--- src/rtl/mdio_master_pkg.sv ---
// Shared MDIO definitions: frame field constants, bit positions, FSM
// state encoding and the frame builder used at request acceptance.
package mdio_master_pkg;

    // Frame field constants
    localparam logic [1:0] MDIO_ST    = 2'b01;
    localparam logic [1:0] MDIO_OP_WR = 2'b01;
    localparam logic [1:0] MDIO_OP_RD = 2'b10;

    // Write turnaround is driven as 10. On a read the master releases the
    // line, so the TA and data slots are filled with ones. That keeps
    // mdio_o at 1 while mdio_oe is low.
    localparam logic [1:0]  MDIO_TA_WR   = 2'b10;
    localparam logic [1:0]  MDIO_TA_IDLE = 2'b11;
    localparam logic [15:0] MDIO_DATA_IDLE = 16'hFFFF;

    // Frame geometry. Bit positions are 6-bit to match the bit counter.
    localparam int         MDIO_FRAME_BITS = 64;
    localparam logic [5:0] MDIO_PRE_BITS   = 6'd32;
    localparam logic [5:0] MDIO_TA_FIRST   = 6'd46;
    localparam logic [5:0] MDIO_DATA_FIRST = 6'd48;
    localparam logic [5:0] MDIO_LAST_BIT   = 6'(MDIO_FRAME_BITS - 1);

    // Master FSM state encoding (3-bit)
    typedef enum logic [2:0] {
        ST_IDLE = 3'd0,
        ST_PRE  = 3'd1,
        ST_HDR  = 3'd2,
        ST_TA   = 3'd3,
        ST_DATA = 3'd4,
        ST_DONE = 3'd5
    } mdioState_e;

    // Build the whole 64-bit frame. Bit 0 of the frame is bit 63 of the
    // result, so the frame shifts out MSB first.
    function automatic logic [63:0] buildFrame(
        input logic        isRead,
        input logic [4:0]  phyAddr,
        input logic [4:0]  regAddr,
        input logic [15:0] data
    );
        logic [1:0]  op;
        logic [1:0]  ta;
        logic [15:0] payload;
        op      = isRead ? MDIO_OP_RD : MDIO_OP_WR;
        ta      = isRead ? MDIO_TA_IDLE : MDIO_TA_WR;
        payload = isRead ? MDIO_DATA_IDLE : data;
        return {32'hFFFF_FFFF, MDIO_ST, op, phyAddr, regAddr, ta, payload};
    endfunction

endpackage

--- src/rtl/mdio_clk_gen.sv ---
// MDC generator: CLK_DIV clk cycles low, then CLK_DIV cycles high.
// When it is disabled, it sits with mdc=0 and the divider at zero, so each
// frame starts phase-aligned.
module mdio_clk_gen #(
    parameter int CLK_DIV = 4
) (
    input  logic clk,
    input  logic reset,
    input  logic enable,
    output logic mdc,
    output logic fallStrobe,
    output logic riseStrobe
);

    localparam int                CNT_W    = $clog2(CLK_DIV);
    localparam logic [CNT_W-1:0]  CNT_LAST = CNT_W'(CLK_DIV - 1);

    logic [CNT_W-1:0] cnt;
    logic             phaseEnd;

    // High on the last clk cycle of the current MDC half-period
    assign phaseEnd = enable && (cnt == CNT_LAST);

    // The edge that ends this cycle starts a new low phase (mdc 1->0)
    assign fallStrobe = phaseEnd && mdc;

    // The edge that ends this cycle is the mdc 0->1 transition
    assign riseStrobe = phaseEnd && !mdc;

    // Divider counter and MDC toggle. Both are held at zero while disabled.
    always_ff @(posedge clk) begin
        if (reset || !enable) begin
            cnt <= '0;
            mdc <= 1'b0;
        end else if (phaseEnd) begin
            cnt <= '0;
            mdc <= ~mdc;
        end else begin
            cnt <= cnt + 1'b1;
        end
    end

endmodule

--- src/rtl/mdio_master.sv ---
// Clause-22 MDIO management master. It takes one write or read request
// and serialises the 64-bit frame on MDC/MDIO. A read returns its data
// with a one-cycle rd_valid strobe.
//
// Request handshake: wr_en/rd_en act as valid and !busy acts as ready.
// A request is taken on any rising edge where busy is low and either
// enable is high (a write wins over a read). Requests made while busy is
// high are dropped, not queued. rd_valid is a one-cycle push with no
// backpressure.
module mdio_master
    import mdio_master_pkg::*;
#(
    parameter int         CLK_DIV  = 4,
    parameter logic [4:0] PHY_ADDR = 5'd1
) (
    input  logic        clk,
    input  logic        reset,
    input  logic        wr_en,
    input  logic        rd_en,
    input  logic [4:0]  reg_addr,
    input  logic [15:0] wr_data,
    output logic        busy,
    output logic [15:0] rd_data,
    output logic        rd_valid,
    output logic        mdc,
    output logic        mdio_o,
    output logic        mdio_oe,
    input  logic        mdio_i,
    output mdioState_e  state
);

    logic        isRead;
    logic [62:0] txShift;      // frame bits still to send; the bit on the wire lives in mdio_o
    logic [15:0] rxShift;
    logic [5:0]  bitCnt;
    logic [5:0]  nextBit;
    logic [63:0] acceptFrame;
    logic        clkEnable;
    logic        mdcFall;
    logic        mdcRise;

    // MDC runs only while frame bits are on the wire
    assign clkEnable = (state != ST_IDLE) && (state != ST_DONE);

    assign nextBit = bitCnt + 6'd1;

    // Frame image for the request being accepted this cycle
    assign acceptFrame = buildFrame(!wr_en, PHY_ADDR, reg_addr, wr_data);

    mdio_clk_gen #(
        .CLK_DIV(CLK_DIV)
    ) u_clkGen (
        .clk       (clk),
        .reset     (reset),
        .enable    (clkEnable),
        .mdc       (mdc),
        .fallStrobe(mdcFall),
        .riseStrobe(mdcRise)
    );

    // Frame FSM with TX/RX shift registers, bit counter and registered outputs
    always_ff @(posedge clk) begin
        if (reset) begin
            state    <= ST_IDLE;
            busy     <= 1'b0;
            rd_valid <= 1'b0;
            rd_data  <= 16'h0000;
            mdio_o   <= 1'b1;
            mdio_oe  <= 1'b0;
            isRead   <= 1'b0;
            txShift  <= '1;
            rxShift  <= 16'h0000;
            bitCnt   <= 6'd0;
        end else begin
            rd_valid <= 1'b0;
            case (state)
                ST_IDLE: begin
                    if (wr_en || rd_en) begin
                        isRead  <= !wr_en;
                        mdio_o  <= acceptFrame[63];
                        txShift <= acceptFrame[62:0];
                        mdio_oe <= 1'b1;
                        bitCnt  <= 6'd0;
                        busy    <= 1'b1;
                        state   <= ST_PRE;
                    end
                end

                ST_PRE, ST_HDR, ST_TA, ST_DATA: begin
                    // Read data is captured MSB first on each mdc rising edge of the data field
                    if (mdcRise && (state == ST_DATA)) begin
                        rxShift <= {rxShift[14:0], mdio_i};
                    end
                    // Everything else advances only at the start of a new low phase
                    if (mdcFall) begin
                        if (bitCnt == MDIO_LAST_BIT) begin
                            mdio_oe <= 1'b0;
                            mdio_o  <= 1'b1;
                            state   <= ST_DONE;
                            if (isRead) begin
                                rd_data  <= rxShift;
                                rd_valid <= 1'b1;
                            end
                        end else begin
                            bitCnt  <= nextBit;
                            mdio_o  <= txShift[62];
                            txShift <= {txShift[61:0], 1'b1};
                            // On a read the line is released from the TA field onwards
                            mdio_oe <= !(isRead && (nextBit >= MDIO_TA_FIRST));
                            if (nextBit == MDIO_PRE_BITS) begin
                                state <= ST_HDR;
                            end else if (nextBit == MDIO_TA_FIRST) begin
                                state <= ST_TA;
                            end else if (nextBit == MDIO_DATA_FIRST) begin
                                state <= ST_DATA;
                            end
                        end
                    end
                end

                ST_DONE: begin
                    busy   <= 1'b0;
                    bitCnt <= 6'd0;
                    state  <= ST_IDLE;
                end

                default: begin
                    busy    <= 1'b0;
                    mdio_oe <= 1'b0;
                    mdio_o  <= 1'b1;
                    state   <= ST_IDLE;
                end
            endcase
        end
    end

endmodule
--- config.mk ---
export PLATFORM = sky130hd
export DESIGN_NAME = mdio_master
export DESIGN_NICKNAME = d
export VERILOG_FILES = /design/src/rtl/mdio_master_pkg.sv /design/src/rtl/mdio_clk_gen.sv /design/src/rtl/mdio_master.sv
export SDC_FILE = /design/constraint.sdc
export NUM_CORES = 1
export LEC_CHECK = 0
export BUFFER_PORTS_ARGS = -buffer_cell sky130_fd_sc_hd__buf_2
export CAP_MARGIN = 20
export CORE_MARGIN = 2
export CORE_UTILIZATION = 50
export CTS_BUF_LIST = sky130_fd_sc_hd__clkbuf_2
export CTS_CLUSTER_SIZE = 16
export DETAILED_ROUTE_END_ITERATION = 6
export GPL_TIMING_DRIVEN = 0
export PLACE_DENSITY = 0.69
export SETUP_SLACK_MARGIN = 0.2
export SYNTH_ARGS = -nofsm -noshare
export SYNTH_HDL_FRONTEND = slang
export SYNTH_SLANG_ARGS = --single-unit
--- constraint.sdc ---
create_clock -name clk -period 3.35 [get_ports clk]
set_input_delay 0.67 -clock clk [delete_from_list [all_inputs] [get_ports clk]]
set_output_delay 0.67 -clock clk [all_outputs]
set_load 0.01 [all_outputs]
Word level (Yosys, flattened, before mapping)
Cells that the tools add are included.
- add/subtract/negate cells: 2
- $mul: 0
- divide/modulo/power cells: 0
- order comparisons: 1
- equality and inequality tests: 15
- shift-type cells: 0
- muxes and demuxes: 27
- bitwise operators: 5
- reductions and logical operators: 27
- operators by type and width (operator ; number):
    $mux 63 ; 3
    $pmux 63 s2 ; 1
    $eq 6x6->1 const B ; 4
    $mux 3 ; 6
    $mux 6 ; 3
    $pmux 6 s3 ; 1
    $mux 16 ; 1
    $reduce_and 4->1 ; 3
    $reduce_or 4->1 ; 2
    $mux 1 ; 7
    $add 6x1->6 const B ; 1
    $eq 3x2->1 const B ; 2
    $eq 3x3->1 const B ; 2
    $ge 6x6->1 const B ; 1
    $logic_and 1x1->1 ; 6
    $ne 2x2->1 const B ; 3
    $pmux 1 s3 ; 2
    $pmux 3 s2 ; 1
    $reduce_and 2->1 ; 3
    $reduce_and 3->1 ; 2
    $reduce_bool 3->1 ; 2
    $ne 5x5->1 const B ; 1
    $not 1->1 ; 5
    $logic_not 1->1 ; 4
    10 further kinds ; 11
- flip-flop bits (word level): 112
- bits in latches: 0
- RAM bits: 0
- bits in read-only memories: 0
- input port bits: 26
- output and inout port bits: 24
- word-level logic and storage cells: 89
- memories: 0

Logic depth before layout (Yosys ltp)
Gate-level depths: netlist (run 1).
- depth in word-level cells: 8
- gate-level depth with buffers: 8
- depth with buffers taken out: 7

Modules after synthesis
A second synthesis (run 1) with hierarchy kept.
- cells, all modules: 547
- area, all modules: 4623.2 µm²
- by module, submodules not included (module ; times used ; cells an instance ; area an instance (µm²)):
    mdio_master ; 1 ; 535 ; 4505.6
    mdio_clk_gen ; 1 ; 12 ; 117.6

Least setup slack after synthesis (run 1)
Ideal clock, no wire load.
- kind: register to register
- start point: register u_clkGen.cnt[0]
- end point: register txShift[10]
- setup time: 0.120 ns
- arrival: 1.891 ns
- data required time: 3.230 ns
- path slack: 1.339 ns
- cell stages (with the launch flop): 9
- cell sequence: dfxtp_1 -> ha_1 -> and2_1 -> o21ai_2 -> maj3_2 -> or2_1 -> buf_2 -> buf_6 -> a211o_1
- longest elaborated chain between the ends: 5
- ends and longest elaborated chain (what ; line ; RTL):
    from (decl) ; mdio_clk_gen.sv:18 ; logic [CNT_W-1:0] cnt;
    from (signal assigned) ; mdio_clk_gen.sv:39 ; cnt <= cnt + 1'b1;
    $eq 2x2->1 ; mdio_clk_gen.sv:22 ; assign phaseEnd = enable && (cnt == CNT_LAST);
    $logic_and 1x1->1 ; mdio_clk_gen.sv:22 ;
    $logic_and 1x1->1 ; mdio_clk_gen.sv:25 ; assign fallStrobe = phaseEnd && mdc;
    $ne 2x2->1 (no source line) ; - ;
    $reduce_and 4->1 (no source line) ; - ;
    to (signal assigned) ; mdio_master.sv:81 ; txShift <= acceptFrame[62:0];
    to (signal assigned) ; mdio_master.sv:107 ; txShift <= {txShift[61:0], 1'b1};
    to (decl) ; mdio_master.sv:33 ; logic [62:0] txShift;
Every way passes these cells.
A chain may end at the register's enable or synchronous reset.

Final worst setup path (run 1)
- start point: register state[2]
- end point: register txShift[21]
- longest elaborated chain between the ends: 6
- elaborated cells between the ends (all ways): 17
- those cells by class: 8 x eq/ne; 1 x mux; 8 x reduce/logical
- ends and longest elaborated chain (what ; line ; RTL):
    from (decl) ; mdio_master.sv:29 ; output mdioState_e state
    from (signal assigned) ; mdio_master.sv:64 ; state <= ST_IDLE;
    from (signal assigned) ; mdio_master.sv:85 ; state <= ST_PRE;
    from (signal assigned) ; mdio_master.sv:99 ; state <= ST_DONE;
    $ne 3x3->1 / $reduce_bool 3->1 (equally long branches) ; mdio_master.sv:43 ; assign clkEnable = (state != ST_IDLE) && (state != ST_DONE);
    $logic_and 1x1->1 ; mdio_master.sv:43 ;
    $logic_and 1x1->1 ; mdio_clk_gen.sv:22 ;
    $logic_and 1x1->1 ; mdio_clk_gen.sv:25 ;
    $ne 2x2->1 (no source line) ; - ;
    $reduce_and 4->1 (no source line) ; - ;
Several ways; a longest one is shown, not always the timed one.

==> flow_summary.toml, run 1 <==
[outcome]
status = "finished clean"

[synthesis]
ys_async_sr_fraction = 0
synthTopCellsByArea = "dfxtp_1 (44%), nand2_1 (5.6%), nor2_1 (5.2%)"
synth_seq_cells = 112
synthFlopType = "dfxtp_1"
syn_area_per_cell_um2 = 8.30
synth_edf_count = 0
yosys-mux-area-fraction = 0.0230
synth_compound_area_frac = 0.235
synth_top_cell_area_share = 0.442
synth_nets = 640
synthSimpleGateAreaFrac = 0.229
synthCells = 611
syn_area_um2 = 5070
ys_warn_count = 0
synth_top_family_by_area = "compound AO/OA/AOI/OAI gates"
synth-xor-area-share = 0.00518
yosys.area.top_type = "dfxtp_1"
ys_seq_area_frac = 0.442
synth_cell_types = 53
yosys.area_share.adder = 0.00963

[cts]
postCtsHoldBufs = 0
cts_root_buf = "clkbuf_2"
htreeDepth = 3
path_clk_slew_ns = 0.31
cts_sinks = 112
clock_latency_ns = 0.59
clockBufferDepth = 2
cts_resized = 0
postCtsSetupBuffers = 0
cts_tree = "done"
cts_buffers = 9

[critical_path]
worst-path-buf-inv = 2
crit_fanout = 10
cp.required_ns = 3.83
end_kind = "register"
reg2reg_to = "txShift[21]"
cp_slowest_cell = "dfxtp_1"
path_cells = "buf_1 > o21ai_0 > nand2_1 > buf_2 > mux2_2 > nor4_1 > a21oi_1"
rrSetupSlack_ns = 0.84
worst-setup-path-type = "register to register"
start_kind = "register"
arrival_ns = 2.99
reg2reg_from = "state[2]"
crit_family = "buffers and inverters"
r2r_cells = 7
max_stage_delay_ns = 0.47

[floorplanning]
initial_core_util = 0.516
dieArea_um2 = 11000
ios = 50
die_y_um = 105
row_count = 36
die-width_um = 105
core_um2 = 9820

[grt]
grt_max_degree = 19
antenna_found_initial = 0
grt_pass1_vias = 4362
gr-total-overflow = 0
grt_pass1_wl_um = 21000
globalRouteTotalUtil = 0.231

[layout]
final_common_cell = "dfxtp_1"
drive_above_1_share = 0.148
regArea_um2 = 2240
fillCellCount = 967
nets = 699
n_antenna_cell = 0
area_growth_syn_to_layout_pct = 9.87
layout_common_cells = "dfxtp_1 (112), nand2_1 (75), nor2_1 (70)"
multi_input_area_um2 = 2540

[run]
cap_violations = 0

[sta]
relSlewSlack = 0.527
whs_ns = 0.274
slew_violations = 0
finalHoldViolations = 0
post-route-min-period_ns = 2.51
setup_violations = 0
rsz0062_at_grt = "false"
fin_crit_sh = 0.748
max_freq_mhz = 399
fin_tns_setup_ns = 0
worstMarginPinSlew_ns = 0.704
clock_skew_ns = 0.0433

[power_and_ir_drop]
peakVddDrop_uv = 298
powerDensity_nw_per_um2 = 539
p_leak_nw = 2.05

[routing]
dr.pass1.iters = 5
wl_um = 12400
via_per_inst = 5.73
antenna_left = 0
routedWlPerCell_um = 15.4
drt_iter0_markers = 291
vias = 4630
post-route-drc-count = 0

[min_path]
hold_depth = 3
hold_class = "input port to register"
hp-start = "mdio_i"
worst_hold_path.endpoint = "rxShift[0]"

[place]
port_buffers = 48
finalWeightedCongestion = 0.922
dpl.hpwl_um = 8880
==> synthesized netlist by cell type (all sizes together), types with 4 or more instances <==
library cell and n:
a211o 18, o21a 34, o21bai 4, a211oi 6
inv 4, clkbuf 36, or3 7, o21ai 15
dfxtp 112, nor4 23, mux2i 6, a221o 5
mux2 5, a21oi 50, nor2 72, nor3 12
nand3 9, nor3b 17, buf 23, nand2b 5
a31oi 35, nand2 75
==> worst register-to-register path: stages (launching register included) <==
cell and delay (ns):
dfxtp_1 0.47, buf_1 0.41, o21ai_0 0.34, nand2_1 0.29
buf_2 0.31, mux2_2 0.37, nor4_1 0.19, a21oi_1 0.07
==> metrics by stage <==
stage	power [mW]	instances	setup WS (ns)	instance area (um2)	utilization
2_1_floorplan	2.22	611	1.34	5070	-
3_3_place_gp	2.44	792	0.956	5480	0.558
3_5_place_dp	2.46	792	0.940	5480	0.558
4_1_cts	3.00	808	0.930	5570	0.567
5_1_grt	3.17	808	0.682	5570	0.567
6_report	3.00	808	0.843	5570	0.567
==> state kept, by name, indices dropped and copies added, names as in the netlist, 2 cells and up <==
register,flops
state,3
bitCnt,6
txShift,63
u_clkGen.cnt,2
rxShift,16
rd_data,16
==> how the worst max path moves through the flow <==
stage	to	slack, ns	cells after the start	startpoint
6_report	txShift[21]	0.84	7	state[2]
2_1_floorplan	txShift[10]	1.34	8	u_clkGen.cnt[0]
3_3_place_gp	txShift[22]	0.96	7	state[2]
5_1_grt	txShift[21]	0.68	7	state[2]
4_1_cts	txShift[21]	0.93	7	state[2]
3_5_place_dp	txShift[21]	0.94	7	state[2]
==> layer usage <==
metal,vias to the layer above,track usage,part of all wire,routed length (um)
met2,100,0.380,0.46,5720
met1,2206,0.308,0.47,5820
li1,2306,-,-,-
met3,18,0.0474,0.052,645
met4,0,0.0657,0.018,218
met5,-,0,0,0
==> power by group <==
part	internal [mW]	switching (mW)	leakage, nW	total (mW)
logic	0.332	0.599	1.07	0.931
registers	1.46	0.0638	0.912	1.52
clock network	0.110	0.441	0.0629	0.552
==> layout make-up <==
| cell class | instances | area share |
|---|---|---|
| plain buffers | 59 | 0.0481 |
| multi-input cells | 436 | 0.457 |
| clock buffers | 11 | 0.00989 |
| clock inverters | 5 | 0.00696 |
| flip-flops and latches | 112 | 0.403 |
| inverters | 4 | 0.00270 |
| well taps | 133 | 0.0299 |
| repair buffers | 48 | 0.0431 |
==> cells by family after synthesis <==
| group | Yosys count |
|---|---|
| XOR/XNOR | 3 |
| AO/OA/AOI/OAI | 180 |
| adder cells (fa/ha/maj) | 4 |
| multiplexers | 11 |
| buffers and inverters | 63 |
| AND/OR/NAND/NOR | 238 |
| flip-flops | 112 |
No activity file was read; power rests on OpenSTA's default activity.
==> inputs of run 2 (changes only) <==
ABC_AREA = 1   (was default)
PLACE_DENSITY = 0.72   (was 0.69)
clock period = 2.1 ns   (was 3.35 ns; I/O delays follow)
==> run 2 against run 1 <==
  * Hold slack worse by 0.21 ns
  * Power up 130%
  * Clock skew up 0.0082 ns
  * Sequential power up 110%
  * Critical path type unchanged
==> flow_summary.toml, run 2 <==
[synthesis]
ys_warn_count = 0
synth_seq_cells = 112
ys_seq_area_frac = 0.492
synth_nets = 627
synth_cell_types = 32
syn_area_per_cell_um2 = 7.61
synth_most_common_cell = "dfxtp_1"
synth_common_cells = "dfxtp_1 (112), nor2_1 (98), nand2_1 (90)"
synthTopCellsByArea = "dfxtp_1 (49%), nor2_1 (8.1%), o21ai_0 (8.0%)"
synthFlopType = "dfxtp_1"
syn_area_um2 = 4550
ys_async_sr_fraction = 0
synthCells = 598
synth_edf_count = 0
synth_top_cell_area_share = 0.492
yosys.area.top_type = "dfxtp_1"

[cts]
htreeDepth = 3
cts_tree = "done"
cts_buffers = 9
cts_root_buf = "clkbuf_2"
clockBufferDepth = 2
cts_sinks = 112
path_clk_slew_ns = 0.35
clock_latency_ns = 0.61

[routing]
route.met3.wl_um = 588
dr.pass1.iters = 5
antenna_left = 0
routedWlPerCell_um = 13.3
wl_um = 10500
maxUsedRoutingLayer = "met4"
drt_iter0_markers = 270
post-route-drc-count = 0
vias = 4281
met1_length_um = 4870
met2WireLength_um = 4910
via_per_inst = 5.43

[critical_path]
worst-setup-path-type = "register to register"
arrival_ns = 2.36
r2r_cells = 14
end_kind = "register"
cp.required_ns = 2.63
start_kind = "register"
crit_fanout = 10

[floorplanning]
ios = 50
core_um2 = 8760
dieArea_um2 = 9890
initial_core_util = 0.520
die-width_um = 99.4
row_count = 34
die_y_um = 99.4

[grt]
globalRouteTotalUtil = 0.213
grt_pass1_vias = 3819
grt_max_degree = 22
antenna_found_initial = 0
gr-total-overflow = 0
grt_pass1_wl_um = 17400

[min_path]
hold_class = "input port to register"
hold_depth = 3

[layout]
fin_area_um2 = 5280
nets = 704
drive_above_1_share = 0.209
final_common_cell = "dfxtp_1"
top_register = "txShift"
instances_no_fill = 788
layout_common_cells = "dfxtp_1 (107), nor2_1 (98), nand2_1 (86)"
n_antenna_cell = 0
reg_top3 = "txShift (63), rd_data (16), rxShift (16)"
fin_util = 0.603
area_growth_syn_to_layout_pct = 16.0
largest_reg_flops = 63
fillCellCount = 811

[power_and_ir_drop]
pwr-share-comb = 0.394
p_int_mw = 4.05
p_clk_frac = 0.143
sw_frac_of_total = 0.404
powerDensity_nw_per_um2 = 1290
peakVddDrop_uv = 524
p_seq_frac = 0.464
p_leak_nw = 2.39
p_sw_mw = 2.75
power_mw = 6.80

[sta]
setup_violations = 0
max_freq_mhz = 549
slew_violations = 0
clock_skew_ns = 0.0516
finalHoldViolations = 0
post-route-min-period_ns = 1.82
fin_tns_setup_ns = 0
relSlewSlack = 0.602
fin_crit_sh = 0.868
whs_ns = 0.0620
worstMarginPinSlew_ns = 0.597
rsz0062_at_grt = "false"
setup_ws_ns = 0.278

[place]
port_buffers = 49
finalWeightedCongestion = 0.900
place_ws_ns = 0.0641
dpl.hpwl_um = 7090
place_area_um2 = 4930
dp.cells = 755

[outcome]
status = "finished clean"

[run]
cap_violations = 0
run 2: cell types whose count changed after synthesis, sizes merged, moves of 25 or more:
| cell | delta |
|---|---|
| a31oi | -35 |
| o21a | -34 |
| o21ai | +65 |
| nand3 | +51 |
| inv | +26 |
| a21oi | -25 |
| nor2 | +31 |
run 2: final timing paths:
path	to	slack, ns	from
setup / recovery	txShift[41]	0.28	state[1]
hold / removal	txShift[19]	0.06	reg_addr[1]
setup reg to reg	txShift[41]	0.28	state[1]
hold reg to reg	u_clkGen.cnt[0]	0.44	u_clkGen.cnt[0]
run 2: worst max-delay path, cell delays in order, from the launching register on:
cell	delay [ns]
dfxtp_4	0.45
nor2_4	0.16
buf_4	0.14
nor2_4	0.04
inv_2	0.10
nand2_2	0.06
inv_2	0.07
nand2_4	0.06
nand2_4	0.09
inv_4	0.05
nand2_4	0.08
buf_8	0.15
buf_6	0.14
nand2_1	0.06
nand3_1	0.07
run 2: area by class of cell:
type                            count  area, um2  area share
Tap cell                          108        135      0.0256
Sequential cell                   112       2260       0.427
Timing Repair Buffer               66        373      0.0706
Inverter                           32        130      0.0246
Multi-Input combinational cell    417       2050       0.388
Clock inverter                      7       73.8      0.0140
Buffer                             37        221      0.0419
Clock buffer                        9       45.0     0.00853
run 2: what timing repair did:
action                                  in CTS  in global routing
pin swaps                                    0                  6
gates resized for setup                     11                 43
hold buffers                                 0                  0
hold endpoints to repair                     0                  0
endpoints found under the setup margin      72                 92
cloned                                       0                  0
setup buffers                                1                 16
run 2: power groups by stage:
stage                     Combinational (mW)  Sequential, mW  Clock [mW]
after global placement                  2.28            3.16           0
after CTS                               2.40            3.14        1.00
after global routing                    3.03            3.24        1.08
after detailed placement                2.35            3.17           0
final                                   2.68            3.15       0.970
after floorplan                         1.81            3.11           0
run 2: logic make-up (layout without fill, tap and decap cells):
group / count (synthesis) / in the layout / synth area share
AND/OR/NAND/NOR: 283 / 283 / 0.273
AO/OA/AOI/OAI: 131 / 131 / 0.159
adder cells (fa/ha/maj): 3 / 3 / 0.00824
buffers and inverters: 69 / 151 / 0.0676
flip-flops: 112 / 112 / 0.492
run 2: routing by layer:
metal | GRT usage | vias up
li1 | - | 2141
met1 | 0.281 | 1995
met2 | 0.354 | 129
met3 | 0.0499 | 16
met4 | 0.0569 | 0
met5 | 0 | -
==> inputs of run 3 (changes only) <==
CELL_PAD_IN_SITES_DETAIL_PLACEMENT = 2   (was default)
CELL_PAD_IN_SITES_GLOBAL_PLACEMENT = 2   (was default)
CORE_UTILIZATION = 32   (was 50)
PLACE_DENSITY = default   (was 0.72)
PLACE_DENSITY_LB_ADDON = 0.1   (was default)
==> run 3 against run 2 <==
  * Clock power increased by 15%
  * Critical endpoint is now txShift[36]
  * Hold slack improved by 0.015 ns
  * Cell area increased by 3.0%
  * Sequential cell count unchanged
  * Sequential power about the same
  * Final cell count increased by 9.5%
  * Setup slack improved by 0.031 ns
  * Power increased by 3.7%
  * Non-clock buffer count increased by 2
  * First-iteration DRC count decreased by 35%
==> flow_summary.toml, run 3 (synthesis results as in run 2) <==
[sta]
slew_violations = 0
setup_violations = 0
post-route-min-period_ns = 1.79
relSlewSlack = 0.577
finalHoldViolations = 0
fin_crit_sh = 0.853
clock_skew_ns = 0.0411
max_freq_mhz = 558
worstMarginPinSlew_ns = 0.635
rsz0062_at_grt = "true"

[critical_path]
startpoint = "state[1]"
crit_family = "simple AND/OR/NAND/NOR gates"
cpMostUsedCell = "nand2_4"
reg2reg_from = "state[1]"
path_cells = "nor2_4 > nand2_4 > inv_4 > nand2_2 > nand2_1 > inv_2 > nand2_4 > nand2_4 > inv_4 > nand2_4 > buf_6 > buf_6 > nand2_1 > nand3_2"
max_stage_delay_ns = 0.44
cp.required_ns = 2.66
arrival_ns = 2.35
crit_fanout = 10
worst-path-buf-inv = 5
cp_slowest_cell = "dfxtp_4"
end_kind = "register"
start_kind = "register"
worst-setup-path-type = "register to register"

[power_and_ir_drop]
power_mw = 7.05
peakVddDrop_uv = 360
powerDensity_nw_per_um2 = 1300
p_leak_nw = 2.40

[cts]
clockBufferDepth = 2
cts_buffers = 9
cts_tree = "done"
path_clk_slew_ns = 0.33
cts_root_buf = "clkbuf_2"
cts_sinks = 112
htreeDepth = 3
clock_latency_ns = 0.66

[grt]
use_met2 = 0.342
globalRouteMet3Util = 0.0318
antenna_found_initial = 1
use_met1 = 0.244
grt_pass1_vias = 4685
grt_pass1_wl_um = 23100
gr-total-overflow = 0
grt_max_degree = 21
globalRouteTotalUtil = 0.196
grt-busiest-layer = "met2"

[routing]
routedWlPerCell_um = 16.4
wl_um = 14100
antenna_left = 0
via_per_inst = 4.99
post-route-drc-count = 0
vias = 4307
drt_iter0_markers = 175
dr.pass1.iters = 4

[layout]
drive_above_1_share = 0.210
area_growth_syn_to_layout_pct = 19.5
final_common_cell = "dfxtp_1"
fillCellCount = 1627
largest_reg_flops = 63
layout_common_cells = "dfxtp_1 (106), nor2_1 (97), nand2_1 (85)"
instances_no_fill = 863
nets = 706
reg_top3 = "txShift (63), rd_data (16), rxShift (16)"
top_register = "txShift"

[place]
dp.cells = 827
dpl.hpwl_um = 10000
port_buffers = 49
finalWeightedCongestion = 0.770

[floorplanning]
die_y_um = 123
initial_core_util = 0.328
row_count = 43
die-width_um = 123
ios = 50
dieArea_um2 = 15200
core_um2 = 13900

[run]
cap_violations = 0

[min_path]
hold_class = "input port to register"
hp-start = "reset"

[outcome]
status = "finished clean"
## run 3: what timing repair did
action	in CTS	in global routing
setup buffers	7	5
gates cloned	0	0
gates resized for setup	29	23
hold buffers	7	0
pin swaps	4	5
hold endpoints to repair	7	0
endpoints found under the setup margin	99	82
## run 3: metrics by stage
stage | instance area (um2) | utilization | setup WS (ns) | hold slack, ns | TNS, ns
CTS | 5350 | 0.385 | 0.214 | 0.00914 | 0
global placement | 5020 | 0.362 | -0.160 | 0.406 | -0.813
floorplan | 4550 | - | 0.427 | 0.397 | 0
finish | 5440 | 0.392 | 0.308 | 0.0765 | 0
global route | 5440 | 0.392 | 0.164 | 0.0481 | 0
detailed placement | 5020 | 0.362 | -0.212 | 0.418 | -1.35
## run 3: final timing paths
| path | end | slack, ns | depth (start not counted) |
|---|---|---|---|
| setup reg to reg | txShift[36] | 0.31 | 14 |
| hold / removal | txShift[0] | 0.08 | 3 |
| setup / recovery | txShift[36] | 0.31 | 14 |
| hold reg to reg | u_clkGen.cnt[0] | 0.44 | 1 |
## run 3: worst min-delay path, stage by stage
cell and delay [ns]:
buf_2 0.16, a21oi_1 0.05, o21ai_1 0.07
## run 3: area by class of cell
type,count,area (um2),share of cell area
well taps,180,225,0.0414
clock buffers,9,45.0,0.00828
repair buffers,68,405,0.0745
plain buffers,37,228,0.0418
clock inverters,7,86.3,0.0159
diodes,1,2.50,0.000460
multi-input cells,417,2060,0.378
flip-flops and latches,112,2260,0.415
inverters,32,130,0.0239
## run 3: routing by layer
metal / part of all wire / routed length (um)
met1: 0.47 / 6670
met2: 0.49 / 6960
met3: 0.025 / 349
met4: 0.010 / 144
met5: 0 / 0
## run 3: where the power goes
part / total (mW) / internal (mW) / switching (mW)
registers: 3.18 / 2.80 / 0.377
clock network: 1.12 / 0.303 / 0.814
logic: 2.76 / 1.01 / 1.75
total: 7.05 / 4.11 / 2.94
